**config.mk**
```make
export PLATFORM = sky130hd
export DESIGN_NAME = lif_neuron
export DESIGN_NICKNAME = d
export VERILOG_FILES = /design/src/rtl/lif_neuron.sv
export SDC_FILE = /design/constraint.sdc
export NUM_CORES = 1
export LEC_CHECK = 0
export CORE_AREA = 2 2 354 356
export DETAILED_ROUTE_END_ITERATION = 6
export DIE_AREA = 0 0 356 358
export PLACE_DENSITY_LB_ADDON = 0.3
export SLEW_MARGIN = 0
export SYNTH_ARGS = -nofsm -noshare
export SYNTH_HDL_FRONTEND = slang
export SYNTH_SLANG_ARGS = --single-unit
```
**constraint.sdc**
```tcl
create_clock -name clk_i -period 53.2 [get_ports clk_i]
set_input_delay 10.64 -clock clk_i [delete_from_list [all_inputs] [get_ports clk_i]]
set_output_delay 10.64 -clock clk_i [all_outputs]
set_load 0.02 [all_outputs]
```
**src/rtl/lif_neuron.sv**
```systemverilog
// Leaky integrate-and-fire neuron: snapshots spikes/weights on start, integrates
// one synapse per cycle with saturation, then thresholds and enters refractory.
module lif_neuron #(
   parameter int unsigned NUM_SYNAPSES   = 100,
   parameter int unsigned WIDTH_P        = 8,
   parameter int unsigned POT_W          = 16,
   parameter int unsigned THRESHOLD      = 1000,
   parameter int unsigned LEAK_SHIFT     = 3,
   parameter int unsigned REFRACT_CYCLES = 4
) (
   input  logic                            clk_i,
   input  logic                            rst_i,
   input  logic                            start_i,
   input  logic [NUM_SYNAPSES-1:0]         spikes_i,
   input  logic [NUM_SYNAPSES*WIDTH_P-1:0] weights_i,
   output logic                            busy_o,
   output logic                            done_o,
   output logic                            spike_o,
   output logic [POT_W-1:0]                potential_o
);

   localparam int unsigned IDX_W = (NUM_SYNAPSES > 1) ? $clog2(NUM_SYNAPSES) : 1;
   localparam int unsigned CNT_W = (REFRACT_CYCLES > 1) ? $clog2(REFRACT_CYCLES) : 1;
   localparam logic [IDX_W-1:0] LAST_IDX = IDX_W'(NUM_SYNAPSES - 1);
   localparam logic [CNT_W-1:0] LAST_CNT = CNT_W'(REFRACT_CYCLES - 1);
   localparam logic [POT_W-1:0] THRESH   = POT_W'(THRESHOLD);

   typedef enum logic [1:0] {IDLE, ACCUM, EVAL, REFRACT} state_t;

   state_t               state, state_next;
   logic [IDX_W-1:0]     index;
   logic [CNT_W-1:0]     refract_cnt;
   logic [NUM_SYNAPSES-1:0] spike_snap;
   logic [WIDTH_P-1:0]   weight_snap [NUM_SYNAPSES];
   logic [POT_W:0]       sum;
   logic [POT_W-1:0]     leaked;
   logic [POT_W-1:0]     accum_val;
   logic                 fire;

   // One extra carry bit detects overflow so the potential clamps instead of wrapping.
   always_comb begin
      leaked    = potential_o - (potential_o >> LEAK_SHIFT);
      sum       = {1'b0, potential_o} + {{(POT_W + 1 - WIDTH_P){1'b0}}, weight_snap[index]};
      accum_val = sum[POT_W] ? '1 : sum[POT_W-1:0];
      fire      = (potential_o >= THRESH);
   end

   always_comb begin
      state_next = state;
      busy_o     = (state != IDLE);
      done_o     = 1'b0;
      spike_o    = 1'b0;
      case (state)
         IDLE:    if (start_i) state_next = ACCUM;
         ACCUM:   if (index == LAST_IDX) state_next = EVAL;
         EVAL: begin
            done_o     = 1'b1;
            spike_o    = fire;
            state_next = fire ? REFRACT : IDLE;
         end
         REFRACT: if (refract_cnt == LAST_CNT) state_next = IDLE;
         default: state_next = IDLE;
      endcase
   end

   always_ff @(posedge clk_i) begin
      if (rst_i) begin
         state       <= IDLE;
         potential_o <= '0;
         index       <= '0;
         refract_cnt <= '0;
         spike_snap  <= '0;
         for (int unsigned k = 0; k < NUM_SYNAPSES; k++) weight_snap[k] <= '0;
      end else begin
         state <= state_next;
         case (state)
            IDLE: begin
               if (start_i) begin
                  spike_snap  <= spikes_i;
                  for (int unsigned k = 0; k < NUM_SYNAPSES; k++)
                     weight_snap[k] <= weights_i[k*WIDTH_P +: WIDTH_P];
                  potential_o <= leaked;
                  index       <= '0;
               end
            end
            ACCUM: begin
               if (spike_snap[index]) potential_o <= accum_val;
               // Wrap back to 0 so the index never addresses past the last synapse.
               index <= (index == LAST_IDX) ? '0 : index + 1'b1;
            end
            EVAL: begin
               if (fire) potential_o <= '0;
               refract_cnt <= '0;
            end
            REFRACT: refract_cnt <= refract_cnt + 1'b1;
            default: ;
         endcase
      end
   end

endmodule
```
==> summary.md <==
| Metric | Value |
|---|---|
| DIE AREA | `about 0.13 mm2` |
| Antenna violations before repair | `55` |
| RSZ-0062 raised after global routing | `false` |
| CTS sink cnt | `about 930` |
| Design area | `approximately 0.056 mm2` |
| CTS tree | `built` |
| Fin cells | `around 5,300` |
| Worst path most repeated cell | `buf_4` |
| Total Wirelength | `between 100 and 150 mm` |
| CTS Buffer Depth | `3` |
| Top Ports | `about 920` |
| Ys flop type | `edfxtp_1` |
| First-pass GRT wire length | `184 mm` |
| Core area | `around 0.12 mm2` |
| Final hold viol count | `0` |
| Power density over cell area | `approximately 41 mW/mm2` |
| Tmin final | `between 15 and 20 ns` |
| Worst VDD drop | `approximately 0.035 mV` |
| DP Area | `roughly 0.053 mm2` |
| Final GP Congestion | `about 0.84` |
| Number of global-route vias before repair | `between 20,000 and 30,000` |
| Setup CP Type | `in -> reg` |
| Routed vias | `~26,000` |
| Slew at the pin with the worst max-slew slack | `roughly 1.2 ns` |
| Status | `finished, final reports clean` |
| First-pass DRT Iterations | `5` |
| Core Rows | `about 130` |
| Worst path cell trace | `clkdlybuf4s50_1 -> a21oi_4 -> inv_8 -> buf_4 -> buf_4 -> buf_4 -> buf_4` |
| DIE HEIGHT | `roughly 360 um` |
| Yosys warning total | `0` |
| Input/output buffers | `921` |
| Post-synth top area cell | `edfxtp_1` |
| # Post-CTS Setup Buffers | `0` |
| Yosys top cell area share | `a little under three fifths` |
| Vias/cell | `between 4 and 5` |
| Gr usage total | `between 20 and 25%` |
| Clk root buf | `clkbuf_16` |
| Clock Latency Late Sink | `0.72 ns` |
| Hold Buf Count CTS | `0` |
| Leakage | `~0.02 uW` |
| Hold crit path type | `reg -> reg` |
| Critical path arrival | `15.73 ns` |
| Max-slew violation count | `0` |
| H-tree depth | `3` |
| Antenna-violating nets left | `0` |
| Pin count of the biggest net entering global routing | `207` |
| Setup crit end kind | `flip-flop` |
| Crit path buf inv count | `6` |
| Dpl hpwl | `a little under 100 mm` |
| Unique masters post-synth | `61` |
| Most common cell in the netlist | `edfxtp_1` |
| Post-Syn Area | `between 0.04 and 0.05 mm2` |
| Avg Inst Size Synth | `between 15 and 20 um2` |
| Dpl cells | `5,053` |
| Maxcap violations | `0` |
| Clock Skew | `0.0192 ns` |
| Synthesized Nets | `between 3,000 and 4,000` |
| Synth top cells by count | `edfxtp_1, and2_1, nor2b_1` |
| Worst EP required | `approximately 54 ns` |
| Initial core utilization | `between 30% and 40%` |
| Period utilization | `~29%` |
| Final #Nets | `about 4,500` |
| Synth async-reset ratio | `0%` |
| Final setup viols | `0` |
| Post-synth EDFFs | `800` |
| Worst path top cell family by delay | `buffers and inverters` |
| Avg WL per Cell | `25.2 um` |
| Crit-path slowest cell | `buf_4` |
| Slew Limit Headroom | `around 17%` |
| DRC | `0` |
| Worst-path maximum fanout | `123` |
| Initial DRC count | `~2,500` |
| Setup_tns | `0 ns` |
| Die W | `roughly 360 um` |
| Post-synthesis cell count | `2,651` |
| Startpoint types | `primary input` |
| Grt ovf | `0` |
| Synth Register Bits | `roughly 930` |
| Clock-pin slew on the worst setup and hold paths | `about 0.060 ns` |
| Fmax | `approximately 65 MHz` |
| Area contributors post-synth | `edfxtp_1, mux4_2, and2_1` |
| Overall Power | `2320 uW` |
| CP peak stage delay | `just over 0.9 ns` |
| P&R area growth vs syn | `33.7%` |
| Register area share after synthesis | `between 60% and 70%` |
| Fin Hold WS | `between 0.4 and 0.5 ns` |
| Total CTS buffers | `between 100 and 150` |
| Layout cells sized above 1 | `13.7%` |
| Resized cells post-CTS | `0` |
[layout by cell type, fill, tap and decap left out, types with 21 or more instances in the layout]
master           synthesis  final
inv_1                   25     24
clkbuf_16                0    104
a22o_1                 100    100
clkinv_1                 0     28
mux4_2                 279    279
nor2_1                  46     45
clkdlybuf4s50_1          0    920
ha_1                    29     29
edfxtp_1               800    800
nor2b_1                280    280
diode_2                  0     42
a21oi_1                 27     26
buf_4                   13     28
nand2_1                 22     22
mux2_2                  21     21
and2_1                 530    530
dfxtp_1                134    128
o21ai_0                 24     24
[final timing paths]
| path | cells after the start | from | end | slack (ns) |
|---|---|---|---|---|
| max | 7 | start_i | weight_snap[56][7]$_SDFFCE_PN0P_ | 37.79 |
| min | 1 | spike_snap[59]$_SDFFE_PP0P_ | spike_snap[59]$_SDFFE_PP0P_ | 0.48 |
| max reg2reg | 17 | flip-flop | potential_o[13]$_SDFFE_PP0P_ | 46.44 |
| min reg2reg | 1 | spike_snap[59]$_SDFFE_PP0P_ | spike_snap[59]$_SDFFE_PP0P_ | 0.48 |
[through the flow]
stage | util [%] | worst slack (ns)
finish | 45.6 | 37.79
global placement | 42.9 | 37.13
CTS | 45.5 | 37.83
detailed placement | 42.9 | 37.03
floorplan | - | 25.38
global route | 45.6 | 37.45
[routing by layer]
| layer | share of wire [%] | wire (um) | vias up | track usage, % |
|---|---|---|---|---|
| met2 | 52 | 68900 | 939 | 34.7 |
| met4 | 3.2 | 4290 | 18 | 8.43 |
| met3 | 7.2 | 9560 | 205 | 5.35 |
| li1 | - | - | 11836 | - |
| met5 | 0.095 | 126 | - | 0 |
| met1 | 38 | 50100 | 13252 | 24.1 |
[logic make-up (layout without fill, tap and decap cells)]
group / Yosys count / count (layout) / share of synthesized area, %
buffers and inverters: 213 / 1170 / 2.13
other: 0 / 42 / 0
adder cells (fa/ha/maj): 31 / 31 / 0.957
AND/OR/NAND/NOR: 911 / 911 / 13.1
flip-flops: 934 / 934 / 63.5
AO/OA/AOI/OAI: 244 / 244 / 4.43
multiplexers: 305 / 305 / 15.6
XOR/XNOR: 13 / 13 / 0.271
[power breakdown]
group | internal (uW) | switching, uW | total [uW]
clock network | 401 | 304 | 704
logic | 285 | 293 | 578
registers | 982 | 59.3 | 1040
[state kept, by name, summed over array words and instances (netlist names), named ones only]
register and cells:
spike_snap 100, potential_o 16, refract_cnt 2, index 7
weight_snap 800, state 2
[layout make-up]
cell class | instances | area (um2)
Clock inverter | 69 | 596
Multi-Input combinational cell | 1504 | 14500
Tap cell | 1637 | 2050
Inverter | 26 | 105
Clock buffer | 123 | 2690
Sequential cell | 934 | 26700
Timing Repair Buffer | 952 | 9490
Antenna cell | 42 | 105
Fill cell | 10882 | 67100
Note: power is estimated with default switching activity, not from simulation.
